===== src/rtl/l2_bus_pkg.sv =====
// Shared types, opcode constants and saturating-counter helpers for the
// L2 bus request decoder.
package l2_bus_pkg;

  localparam int unsigned ADDR_W  = 64;
  localparam int unsigned OP_W    = 3;
  localparam int unsigned CNT_W   = 32;
  localparam int unsigned ERR_W   = 16;

  // Values match the command numbers used in the L2 trace files
  typedef enum logic [OP_W-1:0] {
    DATA_READ        = 3'd0,
    DATA_WRITE       = 3'd1,
    INSTR_FETCH      = 3'd2,
    SNOOP_INVALIDATE = 3'd3,
    SNOOP_READ       = 3'd4,
    SNOOP_WRITE      = 3'd5,
    SNOOP_RWIM       = 3'd6
  } op_t;

  localparam logic [15:0] L1_DR = 16'h4452;
  localparam logic [15:0] L1_DW = 16'h4457;
  localparam logic [15:0] L1_IR = 16'h4952;
  localparam logic [7:0]  SN_I  = 8'h49;
  localparam logic [7:0]  SN_R  = 8'h52;
  localparam logic [7:0]  SN_W  = 8'h57;
  localparam logic [7:0]  SN_M  = 8'h4D;

  typedef struct packed {
    op_t               op;
    logic [ADDR_W-1:0] address;
    logic              snoop;
  } req_t;

  function automatic logic [CNT_W-1:0] sat_inc32(logic [CNT_W-1:0] v, logic inc);
    return (inc && (v != '1)) ? v + CNT_W'(1) : v;
  endfunction

  function automatic logic [ERR_W-1:0] sat_add16(logic [ERR_W-1:0] v, logic [1:0] inc);
    logic [ERR_W:0] sum;
    sum = {1'b0, v} + (ERR_W + 1)'(inc);
    return sum[ERR_W] ? '1 : sum[ERR_W-1:0];
  endfunction

endpackage


===== src/rtl/l2_bus_request_decoder_if.sv =====
// Request-side bus bundle: L1/snoop strobed inputs, the head handshake
// towards the L2 controller, and the statistics outputs.
interface l2_bus_request_decoder_if #(
  parameter int unsigned addressSize = 64
);
  logic [255:0]             L1Bus;
  logic [15:0]              L1OperationBus;
  logic                     l1Valid;
  logic [511:0]             sharedBus;
  logic [7:0]               sharedOperationBus;
  logic                     snoopValid;
  logic                     reqValid;
  logic                     reqReady;
  logic [2:0]               reqOp;
  logic [addressSize-1:0]   reqAddress;
  logic                     reqSnoop;
  logic                     full;
  logic [31:0]              readCount;
  logic [31:0]              writeCount;
  logic [31:0]              fetchCount;
  logic [31:0]              snoopCount;
  logic [15:0]              dropCount;
  logic [15:0]              illegalCount;

  modport master (
    output L1Bus, L1OperationBus, l1Valid, sharedBus, sharedOperationBus,
           snoopValid, reqReady,
    input  reqValid, reqOp, reqAddress, reqSnoop, full, readCount,
           writeCount, fetchCount, snoopCount, dropCount, illegalCount
  );

  modport slave (
    input  L1Bus, L1OperationBus, l1Valid, sharedBus, sharedOperationBus,
           snoopValid, reqReady,
    output reqValid, reqOp, reqAddress, reqSnoop, full, readCount,
           writeCount, fetchCount, snoopCount, dropCount, illegalCount
  );
endinterface


===== src/rtl/l2_req_fifo.sv =====
// Dual-push, single-pop FIFO; push_a lands ahead of push_b in the same cycle.
// The caller guarantees that pushes never exceed free_count plus a same-edge pop.
module l2_req_fifo #(
  parameter int unsigned depth = 4,
  parameter type entry_t = logic
) (
  input  logic                     clk,
  input  logic                     reset,
  input  logic                     push_a,
  input  entry_t                   data_a,
  input  logic                     push_b,
  input  entry_t                   data_b,
  input  logic                     pop,
  output logic                     head_valid,
  output entry_t                   head,
  output logic [$clog2(depth):0]   free_count
);
  localparam int unsigned PW    = $clog2(depth);
  localparam int unsigned PTR_W = PW + 1;

  entry_t           mem [depth];
  logic [PTR_W-1:0] wptr;
  logic [PTR_W-1:0] rptr;
  logic [PTR_W-1:0] count;
  logic [PW-1:0]    idx_a;
  logic [PW-1:0]    idx_b;
  logic             do_pop;

  assign count      = wptr - rptr;
  assign head_valid = (count != '0);
  assign free_count = PTR_W'(depth) - count;
  assign head       = mem[rptr[PW-1:0]];
  assign do_pop     = pop && head_valid;
  assign idx_a      = wptr[PW-1:0];
  assign idx_b      = push_a ? idx_a + PW'(1) : idx_a;

  // Storage is cleared on reset so the head fields read zero afterwards
  always_ff @(posedge clk or posedge reset) begin
    if (reset) begin
      mem  <= '{default: '0};
      wptr <= '0;
      rptr <= '0;
    end else begin
      if (push_a) mem[idx_a] <= data_a;
      if (push_b) mem[idx_b] <= data_b;
      wptr <= wptr + PTR_W'(push_a) + PTR_W'(push_b);
      if (do_pop) rptr <= rptr + PTR_W'(1);
    end
  end

endmodule


===== src/rtl/l2_bus_request_decoder.sv =====
// Decodes L1 and snoop bus strobes into queued L2 requests, presents the
// queue head on a valid/ready handshake and keeps saturating statistics.
module l2_bus_request_decoder
  import l2_bus_pkg::*;
#(
  parameter int unsigned addressSize = 64,
  parameter int unsigned depth       = 4,
  parameter bit          stats       = 1'b1
) (
  input logic                clk,
  input logic                reset,
  l2_bus_request_decoder_if.slave bus
);
  localparam int unsigned PTR_W = $clog2(depth) + 1;

  op_t              l1_op;
  op_t              sn_op;
  logic             l1_known;
  logic             sn_known;
  logic             l1_req;
  logic             sn_req;
  logic             accept_l;
  logic             accept_s;
  logic             pop;
  logic [1:0]       drop_n;
  logic [1:0]       illegal_n;
  logic [PTR_W-1:0] free_count;
  logic [PTR_W-1:0] free_after;
  req_t             l1_entry;
  req_t             sn_entry;
  req_t             head;
  logic             head_valid;
  logic             unused_hi;

  logic [CNT_W-1:0] read_cnt, write_cnt, fetch_cnt, snoop_cnt;
  logic [ERR_W-1:0] drop_cnt, illegal_cnt;

  // Opcode decode for both buses
  always_comb begin
    l1_op    = DATA_READ;
    l1_known = 1'b1;
    sn_op    = SNOOP_INVALIDATE;
    sn_known = 1'b1;
    case (bus.L1OperationBus)
      L1_DR:   l1_op = DATA_READ;
      L1_DW:   l1_op = DATA_WRITE;
      L1_IR:   l1_op = INSTR_FETCH;
      default: l1_known = 1'b0;
    endcase
    case (bus.sharedOperationBus)
      SN_I:    sn_op = SNOOP_INVALIDATE;
      SN_R:    sn_op = SNOOP_READ;
      SN_W:    sn_op = SNOOP_WRITE;
      SN_M:    sn_op = SNOOP_RWIM;
      default: sn_known = 1'b0;
    endcase
  end

  assign l1_req    = bus.l1Valid && l1_known;
  assign sn_req    = bus.snoopValid && sn_known;
  assign illegal_n = {1'b0, bus.l1Valid && !l1_known} + {1'b0, bus.snoopValid && !sn_known};

  assign l1_entry = '{op: l1_op, address: ADDR_W'(bus.L1Bus[addressSize-1:0]), snoop: 1'b0};
  assign sn_entry = '{op: sn_op, address: ADDR_W'(bus.sharedBus[addressSize-1:0]), snoop: 1'b1};

  // Snoop takes the first free slot; the L1 entry is dropped first when short
  assign pop        = head_valid && bus.reqReady;
  assign free_after = free_count + PTR_W'(pop);
  assign accept_s   = sn_req && (free_after >= PTR_W'(1));
  assign accept_l   = l1_req && (free_after >= (accept_s ? PTR_W'(2) : PTR_W'(1)));
  assign drop_n     = {1'b0, sn_req && !accept_s} + {1'b0, l1_req && !accept_l};

  l2_req_fifo #(
    .depth   (depth),
    .entry_t (req_t)
  ) u_fifo (
    .clk        (clk),
    .reset      (reset),
    .push_a     (accept_s || accept_l),
    .data_a     (accept_s ? sn_entry : l1_entry),
    .push_b     (accept_s && accept_l),
    .data_b     (l1_entry),
    .pop        (pop),
    .head_valid (head_valid),
    .head       (head),
    .free_count (free_count)
  );

  generate
    if (stats) begin : g_stats
      always_ff @(posedge clk or posedge reset) begin
        if (reset) begin
          read_cnt    <= '0;
          write_cnt   <= '0;
          fetch_cnt   <= '0;
          snoop_cnt   <= '0;
          drop_cnt    <= '0;
          illegal_cnt <= '0;
        end else begin
          read_cnt    <= sat_inc32(read_cnt,  accept_l && (l1_op == DATA_READ));
          write_cnt   <= sat_inc32(write_cnt, accept_l && (l1_op == DATA_WRITE));
          fetch_cnt   <= sat_inc32(fetch_cnt, accept_l && (l1_op == INSTR_FETCH));
          snoop_cnt   <= sat_inc32(snoop_cnt, accept_s);
          drop_cnt    <= sat_add16(drop_cnt, drop_n);
          illegal_cnt <= sat_add16(illegal_cnt, illegal_n);
        end
      end
    end else begin : g_no_stats
      assign read_cnt    = '0;
      assign write_cnt   = '0;
      assign fetch_cnt   = '0;
      assign snoop_cnt   = '0;
      assign drop_cnt    = '0;
      assign illegal_cnt = '0;
    end
  endgenerate

  assign bus.reqValid     = head_valid;
  assign bus.reqOp        = head.op;
  assign bus.reqAddress   = head.address[addressSize-1:0];
  assign bus.reqSnoop     = head.snoop;
  assign bus.full         = free_count < PTR_W'(2);
  assign bus.readCount    = read_cnt;
  assign bus.writeCount   = write_cnt;
  assign bus.fetchCount   = fetch_cnt;
  assign bus.snoopCount   = snoop_cnt;
  assign bus.dropCount    = drop_cnt;
  assign bus.illegalCount = illegal_cnt;

  assign unused_hi = ^{bus.L1Bus[255:addressSize], bus.sharedBus[511:addressSize]};

endmodule


===== src/flat_wrapper.sv =====
// flat-port wrapper written by rule: the top's interface ports become plain ports
module l2_bus_request_decoder_flat import l2_bus_pkg::*;
#(
  parameter int unsigned addressSize = 64,
  parameter int unsigned depth       = 4,
  parameter bit          stats       = 1'b1
)
  (clk, reset, bus_L1Bus, bus_L1OperationBus, bus_l1Valid, bus_sharedBus, bus_sharedOperationBus, bus_snoopValid, bus_reqReady, bus_reqValid, bus_reqOp, bus_reqAddress, bus_reqSnoop, bus_full, bus_readCount, bus_writeCount, bus_fetchCount, bus_snoopCount, bus_dropCount, bus_illegalCount);
  l2_bus_request_decoder_if #(.addressSize(addressSize)) bus_i ();
  input logic clk;
  input logic reset;
  input wire logic [$bits(bus_i.L1Bus)-1:0] bus_L1Bus;
  input wire logic [$bits(bus_i.L1OperationBus)-1:0] bus_L1OperationBus;
  input wire logic [$bits(bus_i.l1Valid)-1:0] bus_l1Valid;
  input wire logic [$bits(bus_i.sharedBus)-1:0] bus_sharedBus;
  input wire logic [$bits(bus_i.sharedOperationBus)-1:0] bus_sharedOperationBus;
  input wire logic [$bits(bus_i.snoopValid)-1:0] bus_snoopValid;
  input wire logic [$bits(bus_i.reqReady)-1:0] bus_reqReady;
  output wire logic [$bits(bus_i.reqValid)-1:0] bus_reqValid;
  output wire logic [$bits(bus_i.reqOp)-1:0] bus_reqOp;
  output wire logic [$bits(bus_i.reqAddress)-1:0] bus_reqAddress;
  output wire logic [$bits(bus_i.reqSnoop)-1:0] bus_reqSnoop;
  output wire logic [$bits(bus_i.full)-1:0] bus_full;
  output wire logic [$bits(bus_i.readCount)-1:0] bus_readCount;
  output wire logic [$bits(bus_i.writeCount)-1:0] bus_writeCount;
  output wire logic [$bits(bus_i.fetchCount)-1:0] bus_fetchCount;
  output wire logic [$bits(bus_i.snoopCount)-1:0] bus_snoopCount;
  output wire logic [$bits(bus_i.dropCount)-1:0] bus_dropCount;
  output wire logic [$bits(bus_i.illegalCount)-1:0] bus_illegalCount;
  assign bus_i.L1Bus = bus_L1Bus;
  assign bus_i.L1OperationBus = bus_L1OperationBus;
  assign bus_i.l1Valid = bus_l1Valid;
  assign bus_i.sharedBus = bus_sharedBus;
  assign bus_i.sharedOperationBus = bus_sharedOperationBus;
  assign bus_i.snoopValid = bus_snoopValid;
  assign bus_i.reqReady = bus_reqReady;
  assign bus_reqValid = bus_i.reqValid;
  assign bus_reqOp = bus_i.reqOp;
  assign bus_reqAddress = bus_i.reqAddress;
  assign bus_reqSnoop = bus_i.reqSnoop;
  assign bus_full = bus_i.full;
  assign bus_readCount = bus_i.readCount;
  assign bus_writeCount = bus_i.writeCount;
  assign bus_fetchCount = bus_i.fetchCount;
  assign bus_snoopCount = bus_i.snoopCount;
  assign bus_dropCount = bus_i.dropCount;
  assign bus_illegalCount = bus_i.illegalCount;
  l2_bus_request_decoder #(.addressSize(addressSize), .depth(depth), .stats(stats)) u_core (.clk(clk), .reset(reset), .bus(bus_i));
endmodule

===== config.mk =====
export PLATFORM = sky130hd
export DESIGN_NAME = l2_bus_request_decoder_flat
export DESIGN_NICKNAME = d
export VERILOG_FILES = /design/src/rtl/l2_bus_pkg.sv /design/src/rtl/l2_bus_request_decoder_if.sv /design/src/rtl/l2_req_fifo.sv /design/src/rtl/l2_bus_request_decoder.sv /design/src/flat_wrapper.sv
export SDC_FILE = /design/constraint.sdc
export NUM_CORES = 1
export LEC_CHECK = 0
export CORE_AREA = 2 2 396 398
export CTS_BUF_LIST = sky130_fd_sc_hd__clkbuf_4 sky130_fd_sc_hd__clkbuf_8 sky130_fd_sc_hd__clkbuf_16
export DETAILED_ROUTE_END_ITERATION = 10
export DIE_AREA = 0 0 398 400
export PLACE_DENSITY_LB_ADDON = 0.15
export SETUP_SLACK_MARGIN = 0.15
export SLEW_MARGIN = 10
export SYNTH_ARGS = -nofsm -noshare
export SYNTH_HDL_FRONTEND = slang
export SYNTH_SLANG_ARGS = --single-unit

===== constraint.sdc =====
create_clock -name clk -period 42.6 [get_ports clk]
set_input_delay 10.65 -clock clk [delete_from_list [all_inputs] [get_ports clk]]
set_output_delay 10.65 -clock clk [all_outputs]
set_load 0.03 [all_outputs]

# --- Yosys cells after proc, flatten, opt, wreduce, memory -nomap -nowiden ---
# Cells that the tools add are included.
word_totals:
  out_inout_bits: 230
  mem_count: 0
  in_bits: 797
  wordCells: 108
  ff_bits: 438
  latchBits: 0
  rom_bits: 0
  mem_bits_rw: 0
op_classes:
  n_shift: 0
  magnitude_cmp: 8
  n_addsub: 15
  n_div: 0
  n_bitwise: 3
  n_mux: 20
  n_eq_ne: 13
  multipliers: 0
  reduce_logical: 29
op_table:
  columns: ["operator", "n"]
  rows:
  - ["$bwmux W272", 2]
  - ["$mux W272", 2]
  - ["$mux W68", 5]
  - ["$demux W68 S2", 2]
  - ["$bmux W68 S2", 1]
  - ["$add A32 B1 Y32 const B", 4]
  - ["$ne A32 B32 Y1 const B", 4]
  - ["$eq A16 B15 Y1 const B", 3]
  - ["$add A16 B2 Y17", 2]
  - ["$eq A8 B7 Y1 const B", 4]
  - ["$mux W16", 2]
  - ["$logic_and A1 B1 Y1", 20]
  - ["$add A3 B1 Y3", 3]
  - ["$ge A3 B3 Y1 const B", 3]
  - ["$not A2 Y3", 3]
  - ["$pmux W3 S3", 1]
  - ["$lt A3 B1 Y1 const B", 2]
  - ["$add A1 B1 Y2", 2]
  - ["$logic_not A1 Y1", 4]
  - ["$mux W2", 2]
  - ["$pmux W2 S2", 1]
  - ["$reduce_or A4 Y1", 1]
  - ["$add A3 B1 Y3 const B", 1]
  - ["$ge A3 B1 Y1 const B", 1]
  - ["12 further kinds", 13]

# --- Longest topological paths before layout ---
# Gate-level depths: netlist of run 1.
depth:
  ltp_word: 18
  ltp_mapped: 28
  ltp_nobuf: 24

# --- Cells and area by module ---
# Synthesis of run 1 repeated with hierarchy kept, for this count alone.
hier_totals:
  hier_cells: 1974
  hier_area_um2: 24200.7
modules_own_cells:
  columns: ["module", "n_inst", "area_each_um2", "cells_each", "seq_area_each_um2"]
  rows:
  - ["l2_req_fifo", 1, 15508.6, 1009, 6956.7]
  - ["l2_bus_request_decoder", 1, 8692.1, 965, 4003.8]

# --- Least setup slack after synthesis of run 1 ---
# Ideal clock, no wire load.
synth_timing:
  path_kind: "input port to flip-flop"
  from: "input port bus_reqReady"
  to: "register u_core.drop_cnt[10] (netlist: u_core.bus.dropCount[10])"
  setup_time_ps: 68
  stages: 22
  path_buffers: 3
  arrival_ps: 15492
  t_required_ps: 42532
  slack_ps: 27040
  path_cell_list: "nor2b_1 ha_1 xnor2_1 nor2_1 a211oi_2 clkinv_1 buf_1 clkbuf_1 ha_1 nand2b_1 a211oi_1 nand4_1 fa_1 inv_1 ha_1 nand3_1 nor2_1 and2_1 nor2b_1 nand4_1 clkbuf_1 nand2_1"
synth_via:
  elab_chain_len: 12
  elab_cells_between_ends: 14
  cone_classes: "3 x add/sub; 2 x order compare; 2 x mux; 7 x reduce/logical"
synth_lines:
  columns: ["element", "line", "text"]
  rows:
  - ["from (decl)", "flat_wrapper.sv:18", "input wire logic [$bits(bus_i.reqReady)-1:0] bus_reqReady;"]
  - ["$logic_and A1 B1 Y1 *", "l2_bus_request_decoder.sv:67", "assign pop = head_valid && bus.reqReady;"]
  - ["$add A3 B1 Y3 *", "l2_bus_request_decoder.sv:68", "assign free_after = free_count + PTR_W'(pop);"]
  - ["$ge A3 B1 Y1", "l2_bus_request_decoder.sv:69", "assign accept_s = sn_req && (free_after >= PTR_W'(1));"]
  - ["$logic_and A1 B1 Y1", "l2_bus_request_decoder.sv:69", null]
  - ["$mux W2", "l2_bus_request_decoder.sv:70", "assign accept_l = l1_req && (free_after >= (accept_s ? PTR_W'(2) : PTR_W'(1)));"]
  - ["$ge A3 B3 Y1", "l2_bus_request_decoder.sv:70", null]
  - ["$logic_and A1 B1 Y1", "l2_bus_request_decoder.sv:70", null]
  - ["$logic_not A1 Y1", "l2_bus_request_decoder.sv:71", "assign drop_n = {1'b0, sn_req && !accept_s} + {1'b0, l1_req && !accept_l};"]
  - ["$logic_and A1 B1 Y1", "l2_bus_request_decoder.sv:71", null]
  - ["$add A1 B1 Y2 *", "l2_bus_request_decoder.sv:71", null]
  - ["$add A16 B2 Y17 *", "l2_bus_pkg.sv:41", "sum = {1'b0, v} + (ERR_W + 1)'(inc);"]
  - ["$mux W16 *", "l2_bus_pkg.sv:42", "return sum[ERR_W] ? '1 : sum[ERR_W-1:0];"]
  - ["to (signal assigned)", "l2_bus_request_decoder.sv:104", "drop_cnt <= sat_add16(drop_cnt, drop_n);"]
  - ["to (decl)", "l2_bus_request_decoder.sv:36", "logic [ERR_W-1:0] drop_cnt, illegal_cnt;"]
# Every way passes the cells marked *; elsewhere a longest branch is shown, timed or not.
# A chain may end at the register's enable or synchronous reset.

# --- Worst setup path in the final report of run 1 ---
layout_timing:
  from: "input port bus_reqReady"
  to: "register u_core.u_fifo.mem[19] (netlist bit)"
layout_via:
  elab_chain_len: 16
  elab_cells_between_ends: 21
  cone_classes: "1 x add/sub; 4 x order compare; 9 x mux; 1 x bitwise; 6 x reduce/logical"
layout_lines:
  columns: ["element", "line", "text"]
  rows:
  - ["$logic_and A1 B1 Y1 *", "l2_bus_request_decoder.sv:67", null]
  - ["$add A3 B1 Y3 *", "l2_bus_request_decoder.sv:68", null]
  - ["$ge A3 B1 Y1", "l2_bus_request_decoder.sv:69", null]
  - ["$logic_and A1 B1 Y1", "l2_bus_request_decoder.sv:69", null]
  - ["$mux W2", "l2_bus_request_decoder.sv:70", null]
  - ["$ge A3 B3 Y1", "l2_bus_request_decoder.sv:70", null]
  - ["$logic_and A1 B1 Y1", "l2_bus_request_decoder.sv:70", null]
  - ["$logic_or A1 B1 Y1", "l2_bus_request_decoder.sv:79", ".push_a (accept_s || accept_l),"]
  - ["$mux W2", "l2_req_fifo.sv:35", "assign idx_b = push_a ? idx_a + PW'(1) : idx_a;"]
  - ["$not A2 Y3 (not written as such)", "l2_req_fifo.sv:45", "if (push_b) mem[idx_b] <= data_b;"]
  - ["$ge A3 B3 Y1 (not written as such) / $lt A3 B1 Y1 (equally long branches)", "l2_req_fifo.sv:45", null]
  - ["$logic_and A1 B1 Y1 (not written as such)", "l2_req_fifo.sv:45", null]
  - ["$mux W68 (not written as such)", "l2_req_fifo.sv:45", null]
  - ["$demux W68 S2", "l2_req_fifo.sv:45", null]
  - ["$bwmux W272", "l2_req_fifo.sv:45", null]
  - ["$mux W272 *", "l2_req_fifo.sv:45", null]
  - ["to (signal, indexed assignment)", "l2_req_fifo.sv:44", "if (push_a) mem[idx_a] <= data_a;"]
  - ["to (signal, indexed assignment)", "l2_req_fifo.sv:45", null]
  - ["to (decl)", "l2_req_fifo.sv:21", "entry_t mem [depth];"]
# Marked as above.

==> results of run 1 <==
[final cells by class]
type	count	area share [%]
multi-input cells	1634	36.4
flip-flops and latches	438	34.8
repair buffers	435	13.5
well taps	2058	8.16
clock buffers	87	5.74
clock inverters	24	1.08
inverters	24	0.309
diodes	14	0.111
[synth_stat cells, types with 3 or more instances]
master | instances | share of area, %
a21oi_1 | 115 | 2.5
mux2i_1 | 5 | 0.22
or3_1 | 6 | 0.16
nand3_1 | 62 | 1.3
o211ai_2 | 3 | 0.16
inv_1 | 23 | 0.37
o221a_2 | 33 | 1.6
a221oi_1 | 4 | 0.15
nor4_1 | 9 | 0.24
a211oi_1 | 4 | 0.13
a31oi_1 | 5 | 0.14
buf_1 | 13 | 0.21
nand2b_1 | 5 | 0.14
nor3_1 | 289 | 6.3
nor2_1 | 250 | 4.1
mux4_2 | 68 | 6.6
buf_2 | 21 | 0.46
nand3b_1 | 4 | 0.13
a21o_1 | 30 | 0.98
o2111ai_1 | 5 | 0.19
dfrtp_1 | 438 | 47
and4_1 | 23 | 0.87
nor3_2 | 9 | 0.39
o22ai_1 | 30 | 0.81
and3_1 | 27 | 0.73
o32ai_1 | 161 | 6.1
o211ai_1 | 33 | 1.1
fa_1 | 4 | 0.35
clkbuf_1 | 151 | 2.5
nor2b_1 | 7 | 0.19
nand2_1 | 126 | 2.0
a22oi_1 | 5 | 0.16
xnor2_1 | 88 | 3.3
o21ai_0 | 43 | 0.93
and3b_1 | 3 | 0.11
mux2_2 | 6 | 0.29
and2_1 | 9 | 0.24
nand4_1 | 50 | 1.4
xor2_1 | 64 | 2.4
ha_1 | 18 | 0.98
[per-layer routing]
layer / up-vias / global-route usage (%) / wire (um)
li1: 9249 / - / -
met1: 10542 / 18.5 / 49900
met4: 18 / 4.88 / 3250
met3: 179 / 2.65 / 5980
met2: 646 / 23.7 / 56700
met5: - / 0 / 128
[state kept, by name (all words and copies together) (netlist names)]
signal and count:
u_core.u_fifo.mem 272, u_core.bus.writeCount 32, u_core.bus.snoopCount 32, u_core.u_fifo.wptr 3
u_core.bus.fetchCount 32, u_core.bus.readCount 32, u_core.bus.dropCount 16, u_core.bus.illegalCount 16
u_core.u_fifo.rptr 3
[worst paths after layout]
kind | depth (start not counted) | start | endpoint | slack (ns)
setup / recovery | 18 | bus_reqReady | u_core.u_fifo.mem[19]$_DFF_PP0_ | 26.02
hold / removal | 1 | u_core.bus.fetchCount[24]$_DFFE_PP0P_ | u_core.bus.fetchCount[24]$_DFFE_PP0P_ | 0.49
setup reg to reg | 21 | u_core.u_fifo.rptr[0]$_DFFE_PP0P_ | u_core.u_fifo.mem[19]$_DFF_PP0_ | 34.47
hold reg to reg | 1 | u_core.bus.fetchCount[24]$_DFFE_PP0P_ | u_core.bus.fetchCount[24]$_DFFE_PP0P_ | 0.49
max in group asynchronous | 5 | reset | u_core.bus.illegalCount[7]$_DFF_PP0_ | 29.11
min in group asynchronous | 2 | reset | u_core.bus.writeCount[4]$_DFFE_PP0P_ | 10.49
[where the power goes]
| group | switching (W) | internal, W | total, W |
|---|---|---|---|
| registers | 0.0000516 | 0.000465 | 0.000517 |
| logic | 0.000283 | 0.000181 | 0.000464 |
| clock network | 0.000225 | 0.000332 | 0.000556 |
| total | 0.000559 | 0.000978 | 0.00154 |
[critical path: stages]
cell and delay, ns:
clkdlybuf4s50_1 0.42, nor2b_1 0.14, ha_1 0.18, xnor2_1 0.30, nor2_1 0.16, a211oi_4 0.25, buf_4 0.59, clkinv_1 0.55
ha_1 0.44, nand2b_1 0.14, a211o_1 0.37, o2111ai_4 0.23, buf_4 0.33, buf_4 0.38, a21oi_4 0.81, buf_4 0.79
nor3_1 0.11, nor3_1 0.21
[through the flow]
step / cell area (um^2) / util [%] / hold WS (ns) / instances
floorplan: 23100 / - / 0.457 / 2281
global placement: 29400 / 18.9 / 0.477 / 4589
detailed placement: 29400 / 18.9 / 0.484 / 4589
CTS: 31500 / 20.3 / 0.495 / 4700
global route: 31500 / 20.3 / 0.522 / 4710
finish: 31500 / 20.3 / 0.490 / 4714
[logic make-up after synthesis]
family / synth area share, %
buffers and inverters: 3.51
and+or+nand+nor: 19.1
AOI/OAI and AO/OA: 15.7
adders and majority gates: 1.32
xor gates and xnor gates: 5.77
muxes: 7.14
DFF: 47.5
==> metrics.md, run 1 <==
| Metric | Value |
|---|---|
| Outcome | `finished clean` |
| Worst-case clock buffer depth | `3` |
| Setup crit start kind | `input pin` |
| Setup TNS | `0 ns` |
| Pin count of the biggest net entering global routing | `120` |
| Hold Fails Final Rpt | `0` |
| Hold Crit Class | `reg -> reg` |
| Multi-input logic area | `11500 um^2` |
| Post-Route WL | `116000 um` |
| GPL Wtd Cong | `0.754` |
| # fillers | `17022` |
| Kind of critical path | `in -> reg` |
| Drt first pass iters | `5` |
| Max-cap violations | `0` |
| CP endpoint kind | `flop` |
| Final #Nets | `3412` |
| Hpwl dp | `72900 um` |
| FFs w/ async S/R, synth | `100%` |
| Area Growth Syn to Fin | `36.7%` |
| Root buf cell | `clkbuf_16` |
| Data required, critical path | `43.21 ns` |
| Flip-flop and latch count after synthesis | `438` |
| Reg clk slew, reported paths | `0.07 ns` |
| CTS sink cnt | `438` |
| Pwr Total | `0.00154 W` |
| Routed Antenna Nets | `0` |
| Setup violators final | `0` |
| Register area | `11000 um^2` |
| Vias in the first global route | `21098` |
| Netlist cell types | `63` |
| Drc violations | `0` |
| Final Skew | `0.0540 ns` |
| Main flop type after synthesis | `dfrtp_1` |
| Netlist Area Pre-Place | `23100 um^2` |
| Via count | `20634` |
| GRT Residual Overflow | `0` |
| Layout cell share with drive strength beyond 1 | `11.6%` |
| Initial detailed-routing violation count | `1192` |
| Initial Util | `14.9%` |
| Most common cell after layout, fill and taps aside | `dfrtp_1` |
| Slew @ Worst Pin | `1.08 ns` |
| Avg Vias per Cell | `4.38` |
| Post-Synthesis Cells | `2281` |
| First-pass GRT wire length | `166000 um` |
| Hold buffers post-CTS | `0` |
| Post-CTS Setup Inserts | `0` |
| Syn. warnings | `0` |
| Post-Syn Area per Cell | `10.1 um^2` |
| Initial antenna violation count | `35` |
| Final worst-path setup slack | `26.02 ns` |
| Port-buffer cells | `386` |
| Dpl ws | `25.18 ns` |
| Crit-path max FO | `46` |
| CP arrival | `17.18 ns` |
| Rel. slew slack | `27.5%` |
| Die X | `398 um` |
| Total GRT Usage | `14.3%` |
| CTS tree | `done` |
| FMAX | `0.0603 GHz` |
| Tcrit/Tclk final | `38.9%` |
| Die ar. | `159000 um^2` |
| Wire per inst | `24.6 um` |
| Syn Nets | `3100` |
| Rows | `145` |
| Final Critical Period | `16.58 ns` |
| Post-synth EDFFs | `0` |
| H-tree levels | `2` |
| Clock Latency Late Sink | `0.70 ns` |
| RSZ-0062 raised after global routing | `no` |
| Die height | `400 um` |
| Core ar. | `155000 um^2` |
| Leakage Power | `12.6 nW` |
| # IOs | `1027` |
| Most frequent cells in the layout | `dfrtp_1, clkdlybuf4s50_1, nor3_1, nor2_1, o32ai_1` |
| TritonCTS Buffers | `60` |
| Peak VDD IR | `0.0318 mV` |
| P per Cell Area | `48.7 nW/um^2` |
| Cts repair resizes | `0` |
| Final Max Tran Viols | `0` |
| Part of the Yosys area used for sequential elements | `47.5%` |
Note: power is estimated with default switching activity, not from simulation.
==> run 2: changes to the inputs <==
CORE_AREA = 2 2 406 408   (was 2 2 396 398)
DIE_AREA = 0 0 408 410   (was 0 0 398 400)
clock period = 15.16 ns   (was 42.6 ns; I/O delays follow)
==> run 2 against run 1 <==
  * Total power grew to 2.7 times the previous value
  * Sequential share of layout area is essentially flat
  * Hold slack lost 0.0053 ns
==> metrics.md, run 2 (synthesis gave the netlist of run 1 again) <==
| Metric | Value |
|---|---|
| Outcome | `finished clean` |
| Leakage Power | `12.5 nW` |
| Die X | `408 um` |
| Setup TNS | `0 ns` |
| Initial detailed-routing violation count | `1374` |
| Rel. slew slack | `23.7%` |
| Via count | `20574` |
| Kind of critical path | `in -> reg` |
| Total GRT Usage | `13.9%` |
| RSZ-0062 raised after global routing | `no` |
| FF-to-FF End | `u_core.u_fifo.mem[170]$_DFF_PP0_` |
| Hold Crit Class | `reg -> reg` |
| Layout cell share with drive strength beyond 1 | `11.2%` |
| TritonCTS Buffers | `60` |
| Slew @ Worst Pin | `1.14 ns` |
| Reg clk slew, reported paths | `0.06 ns` |
| Die height | `410 um` |
| Initial Util | `14.1%` |
| CP max-delay cell | `buf_4` |
| Cts repair resizes | `0` |
| R2r setup slk | `7.02 ns` |
| Avg Vias per Cell | `4.26` |
| Final Skew | `0.0339 ns` |
| Cell mode on critical path | `buf_4` |
| Hold path start | `u_core.bus.snoopCount[15]$_DFFE_PP0P_` |
| Setup crit start kind | `input pin` |
| Post-CTS Setup Inserts | `0` |
| Data required, critical path | `15.75 ns` |
| CP arrival | `10.20 ns` |
| GRT Residual Overflow | `0` |
| Vias in the first global route | `21621` |
| Layout Cells excl Fill | `4832` |
| Port-buffer cells | `386` |
| Hold Fails Final Rpt | `0` |
| Setup violators final | `0` |
| Hpwl dp | `73200 um` |
| Final Critical Period | `9.61 ns` |
| Pin count of the biggest net entering global routing | `134` |
| P per Cell Area | `134 nW/um^2` |
| # fillers | `18116` |
| CP endpoint kind | `flop` |
| Rows | `149` |
| Critical path launch point | `bus_sharedOperationBus[5]` |
| Die ar. | `167000 um^2` |
| Crit-path max FO | `43` |
| FMAX | `0.104 GHz` |
| CTS sink cnt | `438` |
| Core ar. | `163000 um^2` |
| Final #Nets | `3408` |
| Cells on Worst Hold Path | `1` |
| Area Growth Syn to Fin | `36.5%` |
| Max stage delay on crit path | `0.80 ns` |
| H-tree levels | `2` |
| Peak VDD IR | `0.0952 mV` |
| Pwr Total | `0.00423 W` |
| Clock Latency Late Sink | `0.68 ns` |
| Final core utilization | `19.3%` |
| Initial antenna violation count | `34` |
| Most frequent cells in the layout | `dfrtp_1, clkdlybuf4s50_1, nor3_1, nor2_1, o32ai_1` |
| Crit-path cells | `clkdlybuf4s50_1 > nor2_1 > nand3_1 > a211oi_4 > buf_4 > inv_2 > ha_1 > nand2b_1 > a211oi_2 > a2111oi_4 > buf_4 > buf_4 > and3_4 > buf_4 > nor3_1 > nor3_1` |
| Max-cap violations | `0` |
| R2R Path Start | `u_core.u_fifo.rptr[0]$_DFFE_PP0P_` |
| Biggest register | `u_core.u_fifo.mem` |
| Final Max Tran Viols | `0` |
| Hold buffers post-CTS | `0` |
| Wire per inst | `24.7 um` |
| Drt first pass iters | `5` |
| Root buf cell | `clkbuf_16` |
| Dpl cells | `4716` |
| Register area | `11000 um^2` |
| Drc violations | `0` |
| First-pass GRT wire length | `170000 um` |
| Tcrit/Tclk final | `63.4%` |
| Hold endpoint | `u_core.bus.snoopCount[15]$_DFFE_PP0P_` |
| Post-Route WL | `119000 um` |
| Number of flip-flops in the largest register | `272` |
| Worst reg2reg path depth | `21` |
| Routed Antenna Nets | `0` |
| # IOs | `1027` |
| GPL Wtd Cong | `0.737` |
| CTS tree | `done` |
| Worst-case clock buffer depth | `3` |
| Multi-input logic area | `11500 um^2` |
| Most common cell after layout, fill and taps aside | `dfrtp_1` |
-- run 2: changes by cell type in the layout (fill, tap and decap cells not counted) --
cell       before  now
nand2_2         0    1
bufinv_16       6    3
clkinv_1        1    0
clkbuf_4       10   15
inv_2           1    2
clkbuf_8       17    9
inv_6           1    0
nand2_1       126  125
buf_4          48   42
clkinv_4        2    1
inv_8           1    0
buf_12          1    3
-- run 2: final cells by class --
| cell class | count | share of cell area (%) |
|---|---|---|
| diodes | 14 | 0.111 |
| clock buffers | 84 | 5.51 |
| clock inverters | 18 | 0.715 |
| inverters | 24 | 0.298 |
| multi-input cells | 1634 | 36.4 |
| flip-flops and latches | 438 | 34.8 |
| well taps | 2189 | 8.69 |
| repair buffers | 431 | 13.5 |
-- run 2: worst max-delay path: cells and delay by family --
family | cells | cell delay (ns)
buffers and inverters | 6 | 3.27
adders and majority gates | 1 | 0.34
AOI/OAI and AO/OA | 3 | 0.77
and+or+nand+nor | 6 | 1.97
-- run 2: how the worst max path moves through the flow --
stage | slack [ns] | end
CTS | 5.54 | u_core.u_fifo.mem[172]$_DFF_PP0_
global placement | 4.79 | u_core.u_fifo.mem[142]$_DFF_PP0_
detailed placement | 4.80 | u_core.u_fifo.mem[143]$_DFF_PP0_
floorplan | 5.45 | u_core.bus.dropCount[0]$_DFF_PP0_
finish | 5.55 | u_core.u_fifo.mem[170]$_DFF_PP0_
global route | 5.24 | u_core.u_fifo.mem[153]$_DFF_PP0_
-- run 2: stage by stage --
step                      worst slack (ns)  area (um^2)  hold WS [ns]
final                                 5.55        31500         0.485
after CTS                             5.54        31500         0.486
after floorplan                       5.45        23100         0.457
after global placement                4.79        29500         0.474
after global routing                  5.24        31500         0.500
after detailed placement              4.80        29500         0.478
-- run 2: layer usage --
| metal | routed length, um | up-vias | part of all wire (%) | global-route usage, % |
|---|---|---|---|---|
| li1 | - | 9233 | - | - |
| met1 | 51300 | 10509 | 43 | 17.7 |
| met2 | 57200 | 602 | 48 | 22.9 |
| met3 | 6950 | 202 | 5.8 | 3.36 |
| met4 | 3760 | 28 | 3.1 | 4.87 |
| met5 | 190 | - | 0.16 | 0 |
-- run 2: where the power goes --
group          internal [W]  switching (W)
logic              0.000509       0.000793
clock network      0.000846       0.000619
registers           0.00131       0.000151
